### config.mk
export PLATFORM = sky130hd
export DESIGN_NAME = locking_rr_burst_arbiter_flat
export DESIGN_NICKNAME = d
export VERILOG_FILES = /design/src/rtl/locking_rr_burst_arbiter_if.sv /design/src/rtl/locking_rr_burst_arbiter.sv /design/src/flat_wrapper.sv
export SDC_FILE = /design/constraint.sdc
export NUM_CORES = 1
export LEC_CHECK = 0
export ABC_AREA = 1
export ABC_CLOCK_PERIOD_IN_PS = 2500
export CAP_MARGIN = 20
export CORE_AREA = 3 3 195 197
export CTS_CLUSTER_DIAMETER = 80
export DETAILED_ROUTE_END_ITERATION = 8
export DIE_AREA = 0 0 198 200
export SLEW_MARGIN = 20
export SYNTH_ARGS = -nofsm -noshare
export SYNTH_HDL_FRONTEND = slang
export SYNTH_SLANG_ARGS = --single-unit
### constraint.sdc
create_clock -name clk -period 2.5 [get_ports clk]
set_input_delay 0.75 -clock clk [delete_from_list [all_inputs] [get_ports clk]]
set_output_delay 0.75 -clock clk [all_outputs]
set_load 0.01 [all_outputs]
### src/rtl/locking_rr_burst_arbiter_if.sv
// locking_rr_burst_arbiter_if: four request channels in, one merged channel out, plus arbiter status
interface locking_rr_burst_arbiter_if #(
  parameter int DATA_W = 64,
  parameter int ADDR_W = 26,
  parameter int BEAT_W = 2
);
  logic [3:0]             in_valid;
  logic [3:0]             in_ready;
  logic [3:0][1:0]        in_src;
  logic [3:0][1:0]        in_dst;
  logic [3:0][ADDR_W-1:0] in_addr_block;
  logic [3:0][BEAT_W-1:0] in_addr_beat;
  logic [3:0][DATA_W-1:0] in_data;
  logic [3:0]             in_is_multibeat;
  logic                   out_ready;
  logic                   out_valid;
  logic [1:0]             out_src;
  logic [1:0]             out_dst;
  logic [ADDR_W-1:0]      out_addr_block;
  logic [BEAT_W-1:0]      out_addr_beat;
  logic [DATA_W-1:0]      out_data;
  logic                   out_is_multibeat;
  logic [1:0]             chosen;
  logic                   locked;
  logic [BEAT_W-1:0]      beat;

  modport slave (
    input  in_valid, in_src, in_dst, in_addr_block, in_addr_beat, in_data, in_is_multibeat, out_ready,
    output in_ready, out_valid, out_src, out_dst, out_addr_block, out_addr_beat, out_data,
           out_is_multibeat, chosen, locked, beat
  );

  modport master (
    output in_valid, in_src, in_dst, in_addr_block, in_addr_beat, in_data, in_is_multibeat, out_ready,
    input  in_ready, out_valid, out_src, out_dst, out_addr_block, out_addr_beat, out_data,
           out_is_multibeat, chosen, locked, beat
  );
endinterface

### src/rtl/locking_rr_burst_arbiter.sv
// locking_rr_burst_arbiter: 4-way round-robin arbiter that holds the grant for the whole of a multi-beat message
module locking_rr_burst_arbiter #(
  parameter int BEATS  = 4,
  parameter int BEAT_W = 2
) (
  input logic clk,
  input logic reset,
  locking_rr_burst_arbiter_if.slave io
);
  logic [1:0]        last_grant;
  logic [1:0]        lock_idx;
  logic [1:0]        arb_idx;
  logic [1:0]        chosen;
  logic              locked;
  logic              fire;
  logic [BEAT_W-1:0] beat_cnt;

  // round-robin pick: lowest valid index above last_grant, else lowest valid, else 3
  always_comb begin
    arb_idx = 2'd3;
    for (int i = 3; i >= 0; i--) if (io.in_valid[i]) arb_idx = 2'(i);
    for (int i = 3; i >= 0; i--) if (io.in_valid[i] && 2'(i) > last_grant) arb_idx = 2'(i);
  end

  assign chosen              = locked ? lock_idx : arb_idx;
  assign fire                = io.out_valid & io.out_ready;
  assign io.chosen           = chosen;
  assign io.locked           = locked;
  assign io.beat             = beat_cnt;
  assign io.out_valid        = io.in_valid[chosen];
  assign io.out_src          = io.in_src[chosen];
  assign io.out_dst          = io.in_dst[chosen];
  assign io.out_addr_block   = io.in_addr_block[chosen];
  assign io.out_addr_beat    = io.in_addr_beat[chosen];
  assign io.out_data         = io.in_data[chosen];
  assign io.out_is_multibeat = io.in_is_multibeat[chosen];
  assign io.in_ready         = io.out_ready ? 4'b0001 << chosen : 4'b0000;

  // grant history and burst lock; only a transfer moves state
  always_ff @(posedge clk) begin
    if (reset) begin
      last_grant <= '0;
      locked     <= 1'b0;
      lock_idx   <= '0;
      beat_cnt   <= '0;
    end else if (fire) begin
      if (!locked) begin
        last_grant <= chosen;
        if (io.in_is_multibeat[chosen]) begin
          locked   <= 1'b1;
          lock_idx <= chosen;
          beat_cnt <= BEAT_W'(1);
        end
      end else if (beat_cnt == BEAT_W'(BEATS - 1)) begin
        locked   <= 1'b0;
        beat_cnt <= '0;
      end else begin
        beat_cnt <= beat_cnt + BEAT_W'(1);
      end
    end
  end
endmodule

### src/flat_wrapper.sv
// flat-port wrapper written by rule: the top's interface ports become plain ports
module locking_rr_burst_arbiter_flat 
#(
  parameter int BEATS  = 4,
  parameter int BEAT_W = 2
)
  (clk, reset, io_in_valid, io_in_src, io_in_dst, io_in_addr_block, io_in_addr_beat, io_in_data, io_in_is_multibeat, io_out_ready, io_in_ready, io_out_valid, io_out_src, io_out_dst, io_out_addr_block, io_out_addr_beat, io_out_data, io_out_is_multibeat, io_chosen, io_locked, io_beat);
  locking_rr_burst_arbiter_if #(.DATA_W(64), .ADDR_W(26), .BEAT_W(BEAT_W)) io_i ();
  input logic clk;
  input logic reset;
  input wire logic [$bits(io_i.in_valid)-1:0] io_in_valid;
  input wire logic [$bits(io_i.in_src)-1:0] io_in_src;
  input wire logic [$bits(io_i.in_dst)-1:0] io_in_dst;
  input wire logic [$bits(io_i.in_addr_block)-1:0] io_in_addr_block;
  input wire logic [$bits(io_i.in_addr_beat)-1:0] io_in_addr_beat;
  input wire logic [$bits(io_i.in_data)-1:0] io_in_data;
  input wire logic [$bits(io_i.in_is_multibeat)-1:0] io_in_is_multibeat;
  input wire logic [$bits(io_i.out_ready)-1:0] io_out_ready;
  output wire logic [$bits(io_i.in_ready)-1:0] io_in_ready;
  output wire logic [$bits(io_i.out_valid)-1:0] io_out_valid;
  output wire logic [$bits(io_i.out_src)-1:0] io_out_src;
  output wire logic [$bits(io_i.out_dst)-1:0] io_out_dst;
  output wire logic [$bits(io_i.out_addr_block)-1:0] io_out_addr_block;
  output wire logic [$bits(io_i.out_addr_beat)-1:0] io_out_addr_beat;
  output wire logic [$bits(io_i.out_data)-1:0] io_out_data;
  output wire logic [$bits(io_i.out_is_multibeat)-1:0] io_out_is_multibeat;
  output wire logic [$bits(io_i.chosen)-1:0] io_chosen;
  output wire logic [$bits(io_i.locked)-1:0] io_locked;
  output wire logic [$bits(io_i.beat)-1:0] io_beat;
  assign io_i.in_valid = io_in_valid;
  assign io_i.in_src = io_in_src;
  assign io_i.in_dst = io_in_dst;
  assign io_i.in_addr_block = io_in_addr_block;
  assign io_i.in_addr_beat = io_in_addr_beat;
  assign io_i.in_data = io_in_data;
  assign io_i.in_is_multibeat = io_in_is_multibeat;
  assign io_i.out_ready = io_out_ready;
  assign io_in_ready = io_i.in_ready;
  assign io_out_valid = io_i.out_valid;
  assign io_out_src = io_i.out_src;
  assign io_out_dst = io_i.out_dst;
  assign io_out_addr_block = io_i.out_addr_block;
  assign io_out_addr_beat = io_i.out_addr_beat;
  assign io_out_data = io_i.out_data;
  assign io_out_is_multibeat = io_i.out_is_multibeat;
  assign io_chosen = io_i.chosen;
  assign io_locked = io_i.locked;
  assign io_beat = io_i.beat;
  locking_rr_burst_arbiter #(.BEATS(BEATS), .BEAT_W(BEAT_W)) u_core (.clk(clk), .reset(reset), .io(io_i));
endmodule
==> results of run 1 <==
==> critical path: stages <==
cell	delay, ns
buf_8	0.11
buf_6	0.11
a21oi_4	0.16
nand2_2	0.11
nand2_4	0.12
nor2_4	0.05
buf_12	0.15
buf_12	0.14
buf_16	0.15
a22oi_2	0.24
nand3_2	0.13
buf_6	0.15
==> worst min-delay path by stage <==
stage / start / end / slack (ns) / cells after the start
6_report: u_core.last_grant[0]$_SDFFE_PP0P_ / u_core.last_grant[0]$_SDFFE_PP0P_ / 0.47 / 2
5_1_grt: u_core.last_grant[0]$_SDFFE_PP0P_ / u_core.last_grant[0]$_SDFFE_PP0P_ / 0.51 / 2
4_1_cts: u_core.last_grant[0]$_SDFFE_PP0P_ / u_core.last_grant[0]$_SDFFE_PP0P_ / 0.47 / 2
3_5_place_dp: u_core.last_grant[0]$_SDFFE_PP0P_ / u_core.last_grant[0]$_SDFFE_PP0P_ / 0.46 / 2
3_3_place_gp: u_core.last_grant[0]$_SDFFE_PP0P_ / u_core.last_grant[0]$_SDFFE_PP0P_ / 0.45 / 2
2_1_floorplan: u_core.last_grant[0]$_SDFFE_PP0P_ / u_core.last_grant[0]$_SDFFE_PP0P_ / 0.44 / 2
==> layer usage <==
layer / part of all wire [%] / vias to the layer above / wire [µm] / global-route usage [%]
li1: - / 3325 / - / -
met1: 39 / 3403 / 14900 / 20.5
met2: 49 / 423 / 18900 / 30.2
met3: 9.5 / 52 / 3640 / 5.09
met4: 2.5 / 6 / 946 / 4.04
met5: 0.11 / - / 41 / 0
==> repair_timing <==
action | in CTS | in global routing
hold buffers | 0 | 0
pin swaps | 115 | 59
endpoints found under the setup margin | 111 | 109
gates resized for setup | 668 | 108
buffers inserted | 41 | 15
gates cloned | 28 | 4
==> kinds of logic after synthesis <==
kind of cell             synth area share, %
AO/OA/AOI/OAI                           24.4
adder cells (fa/ha/maj)                0.399
buffers and inverters                   13.3
AND/OR/NAND/NOR                         57.4
flip-flops                              4.47
==> layout make-up <==
type,count,area (µm²),share of cell area (%)
multi-input combinational,474,3620,30.8
timing repair buffer,655,7230,61.6
clock buffer,4,78.8,0.672
tap,468,586,4.99
inverter,12,72.6,0.619
sequential,7,140,1.19
antenna,2,5.00,0.0427
==> Yosys cell counts <==
cell type	n
nand3_1	305
a22oi_1	96
nand2_1	42
buf_2	30
clkbuf_1	18
nor2_1	11
buf_6	9
inv_1	8
dfxtp_1	7
buf_4	6
a21oi_1	5
inv_2	4
nor3_1	3
buf_1	2
nand2_2	2
nand4_1	2
nor2_2	2
o21ai_0	2
a21oi_2	1
ha_1	1
nand2_4	1
nor2_4	1
==> cell usage in the layout (no fill, tap or decap), types with 4 or more instances in the layout <==
| cell | count |
|---|---|
| a21oi_1 | 4 |
| a22oi_1 | 10 |
| a22oi_2 | 86 |
| buf_12 | 23 |
| buf_16 | 27 |
| buf_2 | 46 |
| buf_4 | 48 |
| buf_6 | 91 |
| buf_8 | 17 |
| clkbuf_16 | 7 |
| clkdlybuf4s50_1 | 393 |
| dfxtp_1 | 7 |
| inv_1 | 6 |
| nand2_1 | 22 |
| nand2_2 | 18 |
| nand2_4 | 5 |
| nand3_1 | 216 |
| nand3_2 | 85 |
| nand3_4 | 4 |
| nor2_1 | 8 |
==> flip-flops by register name, summed over array words and instances, names as in the netlist <==
signal             count
u_core.io.beat         2
u_core.io.locked       1
u_core.lock_idx        2
u_core.last_grant      2
==> metrics by stage <==
stage | power [mW] | setup slack (ns) | instances
2_1_floorplan | 4.32 | -0.109 | 558
3_3_place_gp | 9.14 | -1.61 | 1531
3_5_place_dp | 9.14 | -1.61 | 1531
4_1_cts | 12.8 | -0.604 | 1604
5_1_grt | 14.4 | -0.708 | 1621
6_report | 13.7 | -0.618 | 1622
==> where the power goes <==
| part | internal [mW] | total (mW) | switching, mW |
|---|---|---|---|
| clock network | 0.212 | 0.269 | 0.0571 |
| logic | 6.80 | 13.3 | 6.45 |
| registers | 0.142 | 0.170 | 0.0274 |
| total | 7.16 | 13.7 | 6.54 |
==> impl_metrics.py, run 1 <==
metrics = {
    "status": {
        "status": "finished, violations left",
        "violations": "setup timing",
    },
    "clock_tree": {
        "cts_tree": "yes",
        "cts_root_buffer": "clkbuf_16",
        "htreeDepth": 1,
        "cts-buffers-inserted": 3,
        "cts_sinks": 7,
        "clkLatencyLatePin_ns": 0.23,
        "clkTransAtPathRegs_ns": 0.03,
        "ctsLongestPathBuffers": 2,
    },
    "layout": {
        "finalInstanceArea_um2": 11700,
        "fillCellCount": 3809,
        "final_core_util_pct": 32.2,
        "nets": 1549,
        "area_growth_pct": 274,
        "layout-drive-gt1-share_pct": 41.5,
    },
    "sta": {
        "fin_skew_ns": 0.00112,
        "period_minus_slack_ns": 3.12,
        "fin_tns_setup_ns": -49.31,
        "fin_crit_sh_pct": 125,
        "rsz0062_at_grt": "yes",
        "max_slew_margin_pct": 82.7,
        "worst_slack_ns": -0.618,
        "setup_viol": 103,
        "fmax_mhz": 321,
        "holdWs_ns": 0.472,
        "worstMarginPinSlew_ns": 0.260,
        "hold_violations": 0,
        "slew_viol_final": 0,
    },
    "pwr": {
        "p_per_area_nw_per_um2": 1170,
        "vdd_ir_drop_max_uv": 467,
        "leakagePower_nw": 4.74,
    },
    "grt": {
        "grt_usage_pct": 17.1,
        "gr-total-overflow": 0,
        "grt_pass1_wl_um": 49700,
        "antenna_found_initial": 5,
        "grt_pass1_vias": 7316,
        "grt_max_degree": 32,
    },
    "placed_design": {
        "gp_congestion": 0.865,
        "port_buffers": 501,
        "dp_hpwl_um": 24200,
        "placed_cell_area_um2": 9300,
    },
    "worst_setup_path": {
        "worstSetupPathType": "input port to output port",
        "crit_start": "io_in_valid[1]",
        "reg2regPathDepth": 16,
        "setup.worst_path.end": "io_out_data[21]",
        "crit_required_ns": 1.75,
        "cp.arrival_ns": 2.37,
        "regToRegStartpoint": "u_core.last_grant[0]$_SDFFE_PP0P_",
        "rrSetupSlack_ns": 0.28,
        "path_max_fanout": 6,
        "worst_setup_path_start_kind": "input port",
        "reg2reg_to": "u_core.lock_idx[0]$_SDFFE_PP0P_",
        "critPathCaptureType": "output port",
    },
    "floorplanning": {
        "initial_core_util_pct": 8.60,
        "die_area_um2": 39600,
        "dieWidth_um": 198,
        "fp.coreArea_um2": 36400,
        "row_count": 70,
        "io_pins": 502,
        "die_height_um": 200,
    },
    "synth": {
        "synth_area_per_cell_um2": 5.62,
        "synth.top_cell.area_share_pct": 48.7,
        "seq_area_frac_synth_pct": 4.47,
        "synth.largest_area_cell": "nand3_1",
        "synth-seq-cells": 7,
        "synth_cells": 558,
        "netlist_area_um2": 3130,
        "synth_nets": 954,
        "synth_cell_types": 22,
        "yosys_warnings": 0,
        "ys_top_cells_by_area": "nand3_1 (49%), a22oi_1 (23%), nand2_1 (5.0%)",
    },
    "run": {
        "cap_violations": 0,
    },
    "hold_path": {
        "hold_path_class": "flop to flop",
    },
    "route": {
        "vias": 7209,
        "remaining_drc_errors": 0,
        "ant_nets": 0,
        "post_drt_wl_per_cell_um": 23.7,
        "drt_iter0_drc": 381,
        "wl_um": 38400,
        "via_per_inst": 4.44,
        "dr.pass1.iters": 5,
    },
}
Power figures use the tool's default switching activity.
==> run 2: changes to the inputs <==
--- a/config.mk
+++ b/config.mk
@@ -5,13 +5,13 @@
 export SDC_FILE = /design/constraint.sdc
 export NUM_CORES = 1
 export LEC_CHECK = 0
-export ABC_AREA = 1
 export ABC_CLOCK_PERIOD_IN_PS = 2500
 export CAP_MARGIN = 20
 export CORE_AREA = 3 3 195 197
 export CTS_CLUSTER_DIAMETER = 80
 export DETAILED_ROUTE_END_ITERATION = 8
 export DIE_AREA = 0 0 198 200
+export GPL_TIMING_DRIVEN = 0
 export SLEW_MARGIN = 20
 export SYNTH_ARGS = -nofsm -noshare
 export SYNTH_HDL_FRONTEND = slang
==> impl_metrics.py, run 2 <==
metrics = {
    "synth": {
        "synth_nets": 1114,
        "ys_top_cells_by_area": "nand2_1 (42%), a31oi_1 (17%), and3_1 (17%)",
        "netlist_area_um2": 3510,
        "synth.top_cell.area_share_pct": 41.6,
        "synth-seq-cells": 7,
        "synth_area_per_cell_um2": 4.88,
        "yosys_warnings": 0,
        "yosysMostFrequentCell": "nand2_1",
        "synth_top_flop_cell": "dfxtp_1",
        "seq_area_frac_synth_pct": 4.00,
        "synth_edf_count": 0,
        "synth.largest_area_cell": "nand2_1",
        "synth_cells": 718,
        "ys_top_cells_by_count": "nand2_1 (389), a31oi_1 (97), and3_1 (96), clkbuf_1 (51), inv_1 (10)",
        "synth_cell_types": 39,
        "postSynth.asyncResetShare_pct": 0,
    },
    "floorplanning": {
        "dieWidth_um": 198,
        "die_area_um2": 39600,
        "io_pins": 502,
        "fp.coreArea_um2": 36400,
        "row_count": 70,
        "die_height_um": 200,
        "initial_core_util_pct": 9.62,
    },
    "pwr": {
        "swShare_pct": 48.1,
        "pwr-share-clk_pct": 2.6,
        "netSwitchingPower_mw": 5.19,
        "internal-power_mw": 5.61,
        "pwr-share-seq_pct": 1.6,
        "vdd_ir_drop_max_uv": 477,
        "leakagePower_nw": 4.87,
        "p_comb_share_pct": 95.9,
        "p_per_area_nw_per_um2": 907,
    },
    "sta": {
        "fin_skew_ns": 0.00107,
        "setup_viol": 109,
        "rsz0062_at_grt": "yes",
        "fmax_mhz": 285,
        "holdWs_ns": 0.525,
        "fin_tns_setup_ns": -97.13,
        "max_slew_margin_pct": 66.9,
        "worstMarginPinSlew_ns": 0.496,
        "worst_slack_ns": -1.01,
        "period_minus_slack_ns": 3.51,
        "hold_violations": 0,
        "fin_crit_sh_pct": 140,
        "slew_viol_final": 0,
    },
    "worst_setup_path": {
        "worst_setup_path_start_kind": "input port",
        "cp_top_family": "buffers and inverters",
        "crit_top_cell": "clkbuf_16",
        "slowest_delay_ns": 0.31,
        "critPathCaptureType": "output port",
        "worstSetupPathType": "input port to output port",
        "critPathBufInv": 6,
        "crit_required_ns": 1.75,
        "slowest_stage": "a211o_1",
        "path_max_fanout": 9,
        "cp.arrival_ns": 2.76,
        "crit_chain": "buf_8, mux2_4, a211o_1, o21ai_4, buf_12, inv_16, clkbuf_16, clkbuf_16, nand2_1, and3_1, a31oi_2, buf_4",
        "rrSetupSlack_ns": -0.56,
    },
    "layout": {
        "nets": 1677,
        "layout_common_cells": "clkdlybuf4s50_1 (393), nand2_1 (328), buf_2 (73), a31oi_2 (71), and3_4 (52)",
        "area_growth_pct": 240,
        "layout-drive-gt1-share_pct": 35.7,
        "layout_commonest_cell": "clkdlybuf4s50_1",
    },
    "placed_design": {
        "dp_hpwl_um": 26700,
        "port_buffers": 500,
        "gp_congestion": 0.867,
    },
    "clock_tree": {
        "cts_hold_buf": 0,
        "cts_tree": "yes",
        "cts_sinks": 7,
        "cts-buffers-inserted": 3,
        "ctsLongestPathBuffers": 2,
        "clkLatencyLatePin_ns": 0.23,
        "htreeDepth": 1,
        "clkTransAtPathRegs_ns": 0.04,
        "cts_root_buffer": "clkbuf_16",
    },
    "route": {
        "remaining_drc_errors": 0,
        "vias": 7573,
        "drt_iter0_drc": 307,
        "dr.pass1.iters": 4,
        "post_drt_wl_per_cell_um": 21.0,
        "wl_um": 36800,
        "ant_nets": 0,
        "via_per_inst": 4.33,
    },
    "grt": {
        "grt_pass1_vias": 7677,
        "gr-total-overflow": 0,
        "antenna_found_initial": 1,
        "grt_usage_pct": 16.4,
        "grt_max_degree": 11,
        "grt_pass1_wl_um": 48700,
    },
    "run": {
        "cap_violations": 0,
    },
    "status": {
        "status": "finished, violations left",
        "violations": "setup timing",
    },
    "hold_path": {
        "hold_path_class": "flop to flop",
    },
}
-- run 2: changes by cell type after synthesis, moves of 33 or more --
cell | before | now
nand3_1 | 305 | 0
and3_1 | 0 | 96
a22oi_1 | 96 | 0
a31oi_1 | 0 | 97
clkbuf_1 | 18 | 51
nand2_1 | 42 | 389
-- run 2: cell families (layout without fill, tap and decap cells) --
| family | after synthesis | count (layout) | synth area share [%] |
|---|---|---|---|
| and+or+nand+nor | 507 | 507 | 62.5 |
| AOI/OAI and AO/OA | 121 | 121 | 22.7 |
| buffers and inverters | 77 | 639 | 8.49 |
| DFF | 7 | 7 | 4.00 |
| muxes | 5 | 5 | 1.96 |
| adders and majority gates | 1 | 1 | 0.357 |
| other | 0 | 1 | 0 |
-- run 2: final cells by class --
cell class / instances / area, µm²
diodes: 1 / 2.50
plain buffers: 64 / 996
clock buffers: 4 / 78.8
fillers: 3837 / 24500
inverters: 12 / 77.6
multi-input cells: 634 / 4440
flip-flops and latches: 7 / 141
well taps: 468 / 586
repair buffers: 559 / 5590
-- run 2: final timing paths --
path,startpoint,end,cells after the start
worst max-delay path,io_in_valid[1],io_out_data[55],12
worst min-delay path,u_core.lock_idx[1]$_SDFFE_PP0P_,u_core.lock_idx[1]$_SDFFE_PP0P_,2
worst max register to register,u_core.last_grant[1]$_SDFFE_PP0P_,u_core.io.beat[1]$_SDFFE_PP0P_,11
worst min register to register,u_core.lock_idx[1]$_SDFFE_PP0P_,u_core.lock_idx[1]$_SDFFE_PP0P_,2
-- run 2: timing repair --
item,in CTS,in global routing
resized for setup,682,127
cloned,19,7
endpoints found under the setup margin,111,109
buffers inserted,25,12
pin swaps,31,17
hold endpoints to repair,0,0
-- run 2: worst reg2reg max path: stages, from the launching register on --
cell,delay (ns)
dfxtp_2,0.43
mux2_4,0.33
a211o_1,0.31
o21ai_4,0.20
buf_12,0.19
buf_4,0.14
buf_8,0.11
mux4_2,0.53
buf_4,0.16
buf_4,0.15
or3b_1,0.34
a31oi_1,0.12
-- run 2: metrics by stage --
stage                     util [%]  cell area [µm²]  setup slack (ns)  power (mW)  std cells
after floorplan                  -             4270            -0.511        4.01        718
after global placement        27.1             9860             -2.74        7.96       1686
after detailed placement      27.1             9860             -2.73        7.96       1686
after CTS                     30.7            11200            -0.977        9.85       1732
after global routing          32.7            11900             -1.07        11.4       1749
final                         32.7            11900             -1.01        10.8       1749
-- run 2: metal layers --
layer  up-vias  part of all wire [%]  global-route usage (%)
met3        61                   7.5                    3.24
met4         0                   3.9                    6.00
li1       3584                     -                       -
met2       407                    50                    30.4
met1      3521                    39                    18.7
met5         -                     0                       0
-- run 2: power by group through the flow --
| stage | Combinational [mW] | Sequential, mW | Clock, mW |
|---|---|---|---|
| 2_1_floorplan | 3.85 | 0.159 | 0 |
| 6_report | 10.4 | 0.168 | 0.276 |
| 4_1_cts | 9.40 | 0.165 | 0.278 |
| 3_3_place_gp | 7.80 | 0.161 | 0 |
| 3_5_place_dp | 7.80 | 0.161 | 0 |
| 5_1_grt | 10.9 | 0.171 | 0.288 |
==> run 3: changes to the inputs <==
--- a/config.mk
+++ b/config.mk
@@ -12,7 +12,7 @@
 export DETAILED_ROUTE_END_ITERATION = 8
 export DIE_AREA = 0 0 198 200
 export GPL_TIMING_DRIVEN = 0
-export SLEW_MARGIN = 20
+export SLEW_MARGIN = 15
 export SYNTH_ARGS = -nofsm -noshare
 export SYNTH_HDL_FRONTEND = slang
 export SYNTH_SLANG_ARGS = --single-unit
==> impl_metrics.py, run 3 (synthesis gave the netlist of run 2 again) <==
metrics = {
    "pwr": {
        "vdd_ir_drop_max_uv": 441,
        "pwr-share-seq_pct": 1.7,
        "pwr-share-clk_pct": 2.6,
        "leakagePower_nw": 4.81,
        "netSwitchingPower_mw": 5.10,
        "total_power_mw": 10.6,
        "swShare_pct": 48.1,
        "p_per_area_nw_per_um2": 898,
        "internal-power_mw": 5.51,
        "p_comb_share_pct": 95.7,
    },
    "layout": {
        "multi_input_area_um2": 4540,
        "instances_no_fill": 1738,
        "nets": 1667,
        "final_core_util_pct": 32.4,
        "layout_commonest_cell": "clkdlybuf4s50_1",
        "diodes": 0,
        "fillCellCount": 3865,
        "layout_common_cells": "clkdlybuf4s50_1 (392), nand2_1 (332), buf_2 (69), a31oi_2 (67), and3_4 (66)",
        "area_growth_pct": 237,
        "seqCellArea_um2": 140,
        "layout-drive-gt1-share_pct": 36.0,
    },
    "route": {
        "via_per_inst": 4.36,
        "post_drt_wl_per_cell_um": 20.5,
        "dr.pass1.iters": 4,
        "wl_um": 35700,
        "remaining_drc_errors": 0,
        "ant_nets": 0,
        "drt_iter0_drc": 293,
        "vias": 7585,
    },
    "sta": {
        "setup_viol": 109,
        "fin_skew_ns": 0.00139,
        "fin_tns_setup_ns": -93.09,
        "worstMarginPinSlew_ns": 0.475,
        "fin_crit_sh_pct": 139,
        "period_minus_slack_ns": 3.48,
        "worst_slack_ns": -0.978,
        "rsz0062_at_grt": "yes",
        "hold_violations": 0,
        "holdWs_ns": 0.521,
        "max_slew_margin_pct": 68.2,
        "fmax_mhz": 288,
        "slew_viol_final": 0,
    },
    "worst_setup_path": {
        "critPathCaptureType": "output port",
        "worst_setup_path_start_kind": "input port",
        "path_max_fanout": 9,
        "reg2regPathDepth": 10,
        "worstSetupPathType": "input port to output port",
        "crit_required_ns": 1.75,
        "cp.arrival_ns": 2.73,
    },
    "status": {
        "violations": "setup timing",
        "status": "finished, violations left",
    },
    "hold_path": {
        "holdPathStages": 2,
        "hold_path_class": "flop to flop",
    },
    "grt": {
        "grt_pass1_vias": 7695,
        "gr-total-overflow": 0,
        "antenna_found_initial": 1,
        "grt_pass1_wl_um": 47500,
        "grt_max_degree": 11,
        "grt_usage_pct": 15.9,
    },
    "placed_design": {
        "port_buffers": 500,
        "dp_hpwl_um": 26900,
        "dp_cells": 1687,
        "gp_congestion": 0.867,
    },
    "floorplanning": {
        "initial_core_util_pct": 9.62,
        "die_area_um2": 39600,
        "dieWidth_um": 198,
        "io_pins": 502,
        "die_height_um": 200,
        "row_count": 70,
        "fp.coreArea_um2": 36400,
    },
    "clock_tree": {
        "ctsLongestPathBuffers": 2,
        "cts_tree": "yes",
        "htreeDepth": 1,
        "cts-buffers-inserted": 3,
        "cts_sinks": 7,
        "clkTransAtPathRegs_ns": 0.04,
        "cts_root_buffer": "clkbuf_16",
        "clkLatencyLatePin_ns": 0.23,
    },
    "run": {
        "cap_violations": 0,
    },
}
[run 3: changes by cell type in the layout (fill, tap and decap cells not counted), moves of 5 or more]
cell      delta
and3_1      -14
and3_4      +14
buf_6        +8
buf_8       -10
clkbuf_4     +5
nand2_2      -8
[run 3: routing by layer]
layer	up-vias	track usage (%)	routed length [µm]
met5	-	0	0
met4	0	7.08	1700
met3	70	3.12	2750
met2	438	28.8	17500
met1	3507	18.2	13700
li1	3570	-	-
[run 3: final cells by class]
type	count	area share (%)
tap	468	4.95
clock buffer	4	0.667
multi-input combinational	634	38.4
timing repair buffer	551	46.2
inverter	12	0.550
sequential	7	1.19
buffer	62	8.01
[run 3: final timing paths]
check / start / to / slack, ns
worst max-delay path: io_in_valid[1] / io_out_addr_block[3] / -0.98
worst min-delay path: u_core.lock_idx[1]$_SDFFE_PP0P_ / u_core.lock_idx[1]$_SDFFE_PP0P_ / 0.52
worst max register to register: u_core.last_grant[1]$_SDFFE_PP0P_ / u_core.io.beat[1]$_SDFFE_PP0P_ / -0.47
worst min register to register: u_core.lock_idx[1]$_SDFFE_PP0P_ / u_core.lock_idx[1]$_SDFFE_PP0P_ / 0.52
[run 3: timing repair]
action	CTS	global route
gates cloned	12	7
hold buffers	0	0
pin swaps	31	9
endpoints found under the setup margin	111	109
gates resized for setup	683	120
buffers inserted	24	7
[run 3: power groups by stage]
stage | combinational (mW) | clock (mW) | sequential, mW
6_report | 10.2 | 0.281 | 0.177
5_1_grt | 10.7 | 0.295 | 0.180
4_1_cts | 9.20 | 0.280 | 0.163
3_5_place_dp | 7.82 | 0 | 0.161
3_3_place_gp | 7.80 | 0 | 0.161
2_1_floorplan | 3.85 | 0 | 0.159
[run 3: per-stage QoR]
| step | setup slack (ns) | area, µm² |
|---|---|---|
| floorplan | -0.511 | 4270 |
| global placement | -2.74 | 9860 |
| detailed placement | -2.70 | 9880 |
| CTS | -0.982 | 11100 |
| global route | -1.02 | 11800 |
| finish | -0.978 | 11800 |
[run 3: worst max-delay path, stage by stage]
cell,delay (ns)
buf_8,0.11
mux2_4,0.27
a211o_1,0.30
o21ai_4,0.16
buf_12,0.18
buf_16,0.18
buf_8,0.14
buf_6,0.10
nand2_2,0.04
and3_4,0.15
a31oi_2,0.13
buf_2,0.16
